$ cat config.mk
export PLATFORM = sky130hd
export DESIGN_NAME = seq_microstep_p_flat
export DESIGN_NICKNAME = d
export VERILOG_FILES = /design/src/rtl/seq_microstep_p_if.sv /design/src/rtl/seq_microstep_p.sv /design/src/flat_wrapper.sv
export SDC_FILE = /design/constraint.sdc
export NUM_CORES = 1
export LEC_CHECK = 0
export ABC_AREA = 1
export CAP_MARGIN = 20
export CORE_MARGIN = 8
export CORE_UTILIZATION = 43
export DETAILED_ROUTE_END_ITERATION = 7
export GPL_TIMING_DRIVEN = 0
export HOLD_SLACK_MARGIN = 0.03
export PLACE_DENSITY = 0.85
export SLEW_MARGIN = 20
export SYNTH_ARGS = -nofsm -noshare
export SYNTH_HDL_FRONTEND = slang
export SYNTH_SLANG_ARGS = --single-unit
$ cat constraint.sdc
create_clock -name i_clk -period 2.1 [get_ports i_clk]
set_clock_uncertainty 0.15 [all_clocks]
set_input_delay 0.315 -clock i_clk [delete_from_list [all_inputs] [get_ports i_clk]]
set_output_delay 0.315 -clock i_clk [all_outputs]
set_load 0.05 [all_outputs]
$ cat src/rtl/seq_microstep_p_if.sv
// seq_microstep_p_if: panel-control inputs and phase/status outputs of the
// microstep sequencer. Signal prefixes are from the sequencer's point of
// view (i_ = into the sequencer, o_ = out of it). NEXEC must match the
// sequencer instance it is connected to.
interface seq_microstep_p_if #(
  parameter int NEXEC = 6
);
  localparam int NPH = 4 + NEXEC;
  localparam int SW  = $clog2(2 * NPH);

  // panel controls and sequencing inputs
  logic             i_clear;
  logic             i_run;
  logic             i_halt;
  logic             i_stepm;
  logic             i_stepi;
  logic [1:0]       i_seqtype;
  logic             i_wait;

  // step counter, phase clocks, strobes and status
  logic [SW-1:0]    o_step;
  logic             o_ph1;
  logic             o_ph2;
  logic [3:0]       o_ck_pre;
  logic [3:0]       o_stb_pre;
  logic [NEXEC-1:0] o_ck_ex;
  logic [NEXEC-1:0] o_stb_ex;
  logic             o_running;
  logic             o_instr_end;

  // front-panel / control side
  modport master (
    output i_clear, i_run, i_halt, i_stepm, i_stepi, i_seqtype, i_wait,
    input  o_step, o_ph1, o_ph2, o_ck_pre, o_stb_pre, o_ck_ex, o_stb_ex,
           o_running, o_instr_end
  );

  // sequencer side
  modport slave (
    input  i_clear, i_run, i_halt, i_stepm, i_stepi, i_seqtype, i_wait,
    output o_step, o_ph1, o_ph2, o_ck_pre, o_stb_pre, o_ck_ex, o_stb_ex,
           o_running, o_instr_end
  );
endinterface

$ cat src/rtl/seq_microstep_p.sv
// seq_microstep_p: parametrised PDP-8 microstep sequencer.
// Steps through FETCH / AUTOINC1 / AUTOINC2 / INDIRECT / EX1..EXn phases,
// two steps per phase, under run/halt/single-instruction/single-microstep
// control. Optional feature macro: SEQ_WAIT_EN (memory wait-state
// stretching on strobe steps); without it the WAIT input is ignored.
module seq_microstep_p #(
  parameter int NEXEC = 6
) (
  input logic              i_clk,
  input logic              i_rst,
  seq_microstep_p_if.slave bus
);

  localparam int NPH  = 4 + NEXEC;
  localparam int LAST = 2 * NPH - 1;
  localparam int SW   = $clog2(2 * NPH);

  localparam logic [SW-1:0] LAST_STEP = SW'(LAST);

  localparam logic [1:0] S_IDLE  = 2'd0;
  localparam logic [1:0] S_RUN   = 2'd1;
  localparam logic [1:0] S_INSTR = 2'd2;
  localparam logic [1:0] S_MICRO = 2'd3;

  logic [SW-1:0]    r_step;
  logic [1:0]       r_state;
  logic             r_halt_pend;
  logic             r_instr_end;
  logic             r_prev_run;
  logic             r_prev_halt;
  logic             r_prev_stepm;
  logic             r_prev_stepi;

  logic             w_run_edge;
  logic             w_halt_edge;
  logic             w_stepm_edge;
  logic             w_stepi_edge;
  logic             w_stall;
  logic             w_adv;
  logic             w_wrap;
  logic [SW-1:0]    w_step_adv;
  logic [SW-1:0]    w_step_next;
  logic [1:0]       w_state_next;
  logic             w_halt_pend_next;
  logic             w_instr_end_next;
  logic [SW-2:0]    w_phase;
  logic [3:0]       w_ck_pre;
  logic [3:0]       w_stb_pre;
  logic [NEXEC-1:0] w_ck_ex;
  logic [NEXEC-1:0] w_stb_ex;

  assign w_run_edge   = bus.i_run   & ~r_prev_run;
  assign w_halt_edge  = bus.i_halt  & ~r_prev_halt;
  assign w_stepm_edge = bus.i_stepm & ~r_prev_stepm;
  assign w_stepi_edge = bus.i_stepi & ~r_prev_stepi;

`ifdef SEQ_WAIT_EN
  // memory wait only stretches strobe (odd) steps
  assign w_stall = bus.i_wait & r_step[0];
`else
  // WAIT is accepted on the port but never stalls the sequence
  assign w_stall = bus.i_wait & 1'b0;
`endif

  assign w_adv  = (r_state != S_IDLE) && !w_stall;
  assign w_wrap = w_adv && (r_step == LAST_STEP);

  // successor step: step 1 branches on SEQTYPE, LAST wraps to FETCH
  always_comb begin
    w_step_adv = r_step + SW'(1);
    if (r_step == LAST_STEP) begin
      w_step_adv = '0;
    end else if (r_step == SW'(1)) begin
      if (bus.i_seqtype[1])      w_step_adv = SW'(2);
      else if (bus.i_seqtype[0]) w_step_adv = SW'(6);
      else                       w_step_adv = SW'(8);
    end
  end

  // next step counter, control state and halt request
  always_comb begin
    w_step_next      = r_step;
    w_state_next     = r_state;
    w_halt_pend_next = r_halt_pend;
    w_instr_end_next = 1'b0;

    // CLEAR ends the instruction immediately and beats both advance and WAIT
    if (bus.i_clear) begin
      w_step_next      = '0;
      w_instr_end_next = 1'b1;
    end else if (w_adv) begin
      w_step_next      = w_step_adv;
      w_instr_end_next = w_wrap;
    end

    case (r_state)
      S_RUN: begin
        if (bus.i_clear) begin
          if (r_halt_pend) begin
            w_state_next     = S_IDLE;
            w_halt_pend_next = 1'b0;
          end else begin
            w_halt_pend_next = w_halt_edge;
          end
        end else if (w_wrap && (r_halt_pend || w_halt_edge)) begin
          w_state_next     = S_IDLE;
          w_halt_pend_next = 1'b0;
        end else begin
          w_halt_pend_next = r_halt_pend | w_halt_edge;
        end
      end
      S_INSTR: begin
        if (bus.i_clear || w_wrap) w_state_next = S_IDLE;
      end
      S_MICRO: begin
        if (bus.i_clear || w_adv) w_state_next = S_IDLE;
      end
      default: begin
        // idle: run beats step-instruction beats step-microstep; halt ignored
        if (w_run_edge)        w_state_next = S_RUN;
        else if (w_stepi_edge) w_state_next = S_INSTR;
        else if (w_stepm_edge) w_state_next = S_MICRO;
      end
    endcase
  end

  // state registers, edge-detect history and instruction-end pulse
  always_ff @(posedge i_clk or posedge i_rst) begin
    if (i_rst) begin
      r_step       <= '0;
      r_state      <= S_IDLE;
      r_halt_pend  <= 1'b0;
      r_instr_end  <= 1'b0;
      r_prev_run   <= 1'b0;
      r_prev_halt  <= 1'b0;
      r_prev_stepm <= 1'b0;
      r_prev_stepi <= 1'b0;
    end else begin
      r_step       <= w_step_next;
      r_state      <= w_state_next;
      r_halt_pend  <= w_halt_pend_next;
      r_instr_end  <= w_instr_end_next;
      r_prev_run   <= bus.i_run;
      r_prev_halt  <= bus.i_halt;
      r_prev_stepm <= bus.i_stepm;
      r_prev_stepi <= bus.i_stepi;
    end
  end

  // phase index is the step with the strobe bit dropped
  assign w_phase = r_step[SW-1:1];

  genvar gi;
  generate
    for (gi = 0; gi < 4; gi++) begin : g_pre
      assign w_ck_pre[gi]  = (w_phase == (SW-1)'(gi));
      assign w_stb_pre[gi] = w_ck_pre[gi] & r_step[0];
    end
    for (gi = 0; gi < NEXEC; gi++) begin : g_ex
      assign w_ck_ex[gi]  = (w_phase == (SW-1)'(gi + 4));
      assign w_stb_ex[gi] = w_ck_ex[gi] & r_step[0];
    end
  endgenerate

  assign bus.o_step      = r_step;
  assign bus.o_ph1       = ~r_step[0];
  assign bus.o_ph2       = r_step[0];
  assign bus.o_ck_pre    = w_ck_pre;
  assign bus.o_stb_pre   = w_stb_pre;
  assign bus.o_ck_ex     = w_ck_ex;
  assign bus.o_stb_ex    = w_stb_ex;
  assign bus.o_running   = (r_state != S_IDLE);
  assign bus.o_instr_end = r_instr_end;

endmodule
$ cat src/flat_wrapper.sv
// flat-port wrapper written by rule: the top's interface ports become plain ports
module seq_microstep_p_flat 
#(
  parameter int NEXEC = 6
)
  (i_clk, i_rst, bus_i_clear, bus_i_run, bus_i_halt, bus_i_stepm, bus_i_stepi, bus_i_seqtype, bus_i_wait, bus_o_step, bus_o_ph1, bus_o_ph2, bus_o_ck_pre, bus_o_stb_pre, bus_o_ck_ex, bus_o_stb_ex, bus_o_running, bus_o_instr_end);
  seq_microstep_p_if #(.NEXEC(NEXEC)) bus_i ();
  input logic i_clk;
  input logic i_rst;
  input wire logic [$bits(bus_i.i_clear)-1:0] bus_i_clear;
  input wire logic [$bits(bus_i.i_run)-1:0] bus_i_run;
  input wire logic [$bits(bus_i.i_halt)-1:0] bus_i_halt;
  input wire logic [$bits(bus_i.i_stepm)-1:0] bus_i_stepm;
  input wire logic [$bits(bus_i.i_stepi)-1:0] bus_i_stepi;
  input wire logic [$bits(bus_i.i_seqtype)-1:0] bus_i_seqtype;
  input wire logic [$bits(bus_i.i_wait)-1:0] bus_i_wait;
  output wire logic [$bits(bus_i.o_step)-1:0] bus_o_step;
  output wire logic [$bits(bus_i.o_ph1)-1:0] bus_o_ph1;
  output wire logic [$bits(bus_i.o_ph2)-1:0] bus_o_ph2;
  output wire logic [$bits(bus_i.o_ck_pre)-1:0] bus_o_ck_pre;
  output wire logic [$bits(bus_i.o_stb_pre)-1:0] bus_o_stb_pre;
  output wire logic [$bits(bus_i.o_ck_ex)-1:0] bus_o_ck_ex;
  output wire logic [$bits(bus_i.o_stb_ex)-1:0] bus_o_stb_ex;
  output wire logic [$bits(bus_i.o_running)-1:0] bus_o_running;
  output wire logic [$bits(bus_i.o_instr_end)-1:0] bus_o_instr_end;
  assign bus_i.i_clear = bus_i_clear;
  assign bus_i.i_run = bus_i_run;
  assign bus_i.i_halt = bus_i_halt;
  assign bus_i.i_stepm = bus_i_stepm;
  assign bus_i.i_stepi = bus_i_stepi;
  assign bus_i.i_seqtype = bus_i_seqtype;
  assign bus_i.i_wait = bus_i_wait;
  assign bus_o_step = bus_i.o_step;
  assign bus_o_ph1 = bus_i.o_ph1;
  assign bus_o_ph2 = bus_i.o_ph2;
  assign bus_o_ck_pre = bus_i.o_ck_pre;
  assign bus_o_stb_pre = bus_i.o_stb_pre;
  assign bus_o_ck_ex = bus_i.o_ck_ex;
  assign bus_o_stb_ex = bus_i.o_stb_ex;
  assign bus_o_running = bus_i.o_running;
  assign bus_o_instr_end = bus_i.o_instr_end;
  seq_microstep_p #(.NEXEC(NEXEC)) u_core (.i_clk(i_clk), .i_rst(i_rst), .bus(bus_i));
endmodule
==> tab_implementation.tex <==
\begin{tabular}{lr}
\hline
Metric & Value \\
\hline
\multicolumn{2}{l}{\textbf{Outcome}} \\
Result of the run & complete, no violations \\
\multicolumn{2}{l}{\textbf{Placed design}} \\
Post-detail-place hpwl & 2210 µm \\
\# placed instances & 200 \\
Count of buffers inserted at the top-level ports & 37 \\
Placer's final routability congestion estimate & 0.864 \\
Area after DPL & $\sim$1600 µm² \\
\multicolumn{2}{l}{\textbf{CTS}} \\
Clock net sink count & 13 \\
Buffers inserted during post-CTS setup optimization & 0 \\
Cells resized by post-CTS repair & 98 \\
CTS tree & done \\
Cell chosen for the clock root & sky130\_fd\_sc\_hd\_\_clkbuf\_4 \\
Clk buf depth & 2 \\
Clk\_lat worst skew & 290 ps \\
Number of CTS-inserted buffers & 3 \\
Count of H-tree levels built during CTS & 1 \\
Clock transition at the register clock pins on the worst setup and hold paths after CTS & 80 ps \\
Number of hold-repair buffers added at the cts stage & 0 \\
\multicolumn{2}{l}{\textbf{Setup path}} \\
Sort of element at the start of the critical path & flip-flop \\
Cell with the biggest individual delay on the critical path & sky130\_fd\_sc\_hd\_\_clkdlybuf4s50\_1 \\
Worst path cell trace & clkdlybuf4s50\_1 \\
Timing startpoint of the critical path & u\_core.bus.o\_step[3] \\
Worst EP arrival & 1600 ps \\
Number of buffers and inverters on the critical path & 1 \\
Origin of the critical flop-to-flop path & u\_core.bus.o\_step[1] \\
Kind of end point of the critical path & output port \\
Top fanout value on the critical path & 5 \\
Critical path class & reg2out \\
Peak per-stage delay on the critical path & 850 ps \\
Critical path required time & 1630 ps \\
Cell class contributing the biggest share of worst-path delay & buffers and inverters \\
\multicolumn{2}{l}{\textbf{Timing}} \\
Worst-Margin Slew & 502 ps \\
Final Cycle Share & 0.986 \\
Final-report max-slew violation count & 0 \\
Finish-stage setup viols & 0 \\
Final setup TNS & 0 ps \\
Shortest period the worst path allows & 2070 ps \\
Worst slew margin relative to its limit & 0.664 \\
FMAX & 0.483 GHz \\
Hold violation count in the final report & 0 \\
\multicolumn{2}{l}{\textbf{GRT}} \\
Largest net degree at the start of global routing & 14 \\
Global-route wire length before repair & 4500 µm \\
Global route overflow & 0 \\
Initial antenna violation count & 0 \\
Total Routing Usage GR & 0.130 \\
Number of global-route vias before repair & 1,008 \\
\multicolumn{2}{l}{\textbf{Synth}} \\
Synthesized instance count & 135 \\
Cell area after synthesis & between 1000 and 1500 µm² \\
Unique masters post-synth & 28 \\
Yosys top cell area share & 0.317 \\
Dominant cells by area after synthesis & sky130\_fd\_sc\_hd\_\_dfrtp\_1, sky130\_fd\_sc\_hd\_\_ha\_1, sky130\_fd\_sc\_hd\_\_nand2\_1, sky130\_fd\_sc\_hd\_\_nor2\_1, sky130\_fd\_sc\_hd\_\_inv\_1 \\
Yosys Warn Count & 0 \\
Synth async-reset ratio & 1.00 \\
Seq/Total Area, Yosys & 0.317 \\
Predominant post-synthesis flop cell & sky130\_fd\_sc\_hd\_\_dfrtp\_1 \\
Mapped Avg Cell Area & 7.61 µm² \\
Library cell occupying the most area in the post-synthesis netlist & sky130\_fd\_sc\_hd\_\_dfrtp\_1 \\
Syn nets & $\sim$150 \\
Flop and latch count out of synthesis & 13 \\
Count of flip-flops with a built-in enable after synthesis & 0 \\
\multicolumn{2}{l}{\textbf{Floorplanning}} \\
Area enclosed by the die boundary & 4210 µm² \\
Row count & 17 \\
I/O pins & 39 \\
Die H & roughly 65 µm \\
Die X-Extent & 64.9 µm \\
Area of the core & 2230 µm² \\
Initial cell density of the core & 0.460 \\
\multicolumn{2}{l}{\textbf{Cells and area}} \\
Storage cell area & 328 µm² \\
Number of filler instances in the final layout & roughly 190 \\
Top library cells by usage in the layout, fill and taps aside & sky130\_fd\_sc\_hd\_\_nand2\_1, sky130\_fd\_sc\_hd\_\_nor2\_1, sky130\_fd\_sc\_hd\_\_inv\_1 \\
Final \#Nets & 194 \\
Area grow syn2layout & 48.2\% \\
Post-route design area & 1520 µm² \\
Number of inserted diodes & 0 \\
Layout Cells excl Fill & $\sim$200 \\
Most frequent standard cell in the layout excluding fill and tap cells & sky130\_fd\_sc\_hd\_\_nand2\_1 \\
Total area of multi-input combinational cells & 723 µm² \\
Fraction of layout instances using a drive strength above 1 & 0.420 \\
\multicolumn{2}{l}{\textbf{Route}} \\
Number of violations reported at the end of detailed-routing iteration 0 & 37 \\
Wirelength per Cell & 12.8 µm \\
Average vias per placed instance & 4.92 \\
Final routed wirelength across all metal layers & 2610 µm \\
Length of the first detailed-routing pass in iterations & 6 \\
Antenna-violating nets left & 0 \\
DRC & 0 \\
Number of vias in the routed layout & 1,003 \\
\multicolumn{2}{l}{\textbf{Flow run}} \\
Max Cap Viol & 0 \\
\multicolumn{2}{l}{\textbf{Power and ir drop}} \\
Peak supply drop & about 0.00074 V \\
Total design power & 1.98 mW \\
P per Cell Area & 1300 nW/µm² \\
Leakage component of the power & 0.758 nW \\
\multicolumn{2}{l}{\textbf{Hold path}} \\
Class of the worst hold path & in2async \\
\hline
\end{tabular}
[flip-flops by register name, indices dropped and copies added (netlist names)]
signal and cells:
u_core.r_prev_halt 1, u_core.r_prev_stepm 1, u_core.r_prev_stepi 1, u_core.bus.o_instr_end 1
u_core.bus.o_step 5, u_core.r_halt_pend 1, u_core.r_prev_run 1, u_core.r_state 2
[synth_stat cells (3+ instances only)]
library cell and number:
sky130_fd_sc_hd__nor2_2 3, sky130_fd_sc_hd__inv_2 4, sky130_fd_sc_hd__nand2_4 4, sky130_fd_sc_hd__nor2_1 20, sky130_fd_sc_hd__nor3_1 8, sky130_fd_sc_hd__inv_1 15
sky130_fd_sc_hd__ha_1 7, sky130_fd_sc_hd__nand3_1 9, sky130_fd_sc_hd__inv_4 3, sky130_fd_sc_hd__dfrtp_1 13, sky130_fd_sc_hd__nand2_2 3, sky130_fd_sc_hd__nand2_1 23
[worst paths after layout]
kind	slack, ps	depth (start not counted)	endpoint
min in group i_clk	340	1	u_core.r_prev_halt
worst min register to register	400	2	u_core.r_state[1]
max in group asynchronous	1260	2	u_core.bus.o_step[1]
worst max-delay path	30	1	bus_o_step[3]
worst min-delay path	190	2	u_core.r_prev_stepm
worst max register to register	440	8	u_core.bus.o_step[2]
[layout make-up]
cell class | count | share of cell area
Inverter | 23 | 0.0649
Clock buffer | 3 | 0.0148
Clock inverter | 1 | 0.00329
Sequential cell | 13 | 0.215
Buffer | 2 | 0.00822
Multi-Input combinational cell | 97 | 0.475
Tap cell | 28 | 0.0230
Timing Repair Buffer | 37 | 0.196
[logic make-up (layout without fill, tap and decap cells)]
logic type,Yosys count,after routing,share of synthesized area
flops,13,13,0.317
fa+ha+maj,7,7,0.0853
xor+xnor,2,2,0.0171
compound gates,10,10,0.0828
simple gates,78,78,0.395
buf+inv,25,66,0.104
[worst reg2reg max path: stages, from the launching register on]
cell	delay (ps)
sky130_fd_sc_hd__dfrtp_2	420
sky130_fd_sc_hd__buf_2	190
sky130_fd_sc_hd__inv_1	130
sky130_fd_sc_hd__ha_1	170
sky130_fd_sc_hd__nand2_2	70
sky130_fd_sc_hd__nor2_4	160
sky130_fd_sc_hd__o21ai_1	100
sky130_fd_sc_hd__nand3_1	80
sky130_fd_sc_hd__o21ai_0	80
[routing by layer]
layer,track usage,up-vias,part of all wire
li1,-,519,-
met1,0.137,445,0.41
met2,0.234,34,0.48
met5,0,-,0
met3,0.0395,5,0.092
met4,0.0545,0,0.017
[metrics by stage]
stage,hold WS (ps),utilization,setup WS (ps)
floorplan,41.8,-,-192
global placement,379,0.697,-321
detailed placement,379,0.697,-342
CTS,216,0.685,7.69
global route,238,0.682,-3.50
finish,189,0.682,30.2
[power breakdown]
group | leakage [nW] | total, mW | switching [mW] | internal [mW]
clock | 0.0177 | 0.159 | 0.0877 | 0.0709
sequential | 0.162 | 0.394 | 0.0796 | 0.315
combinational | 0.578 | 1.42 | 1.01 | 0.414
total | 0.758 | 1.98 | 1.18 | 0.800
(Power assumes the default switching activity.)
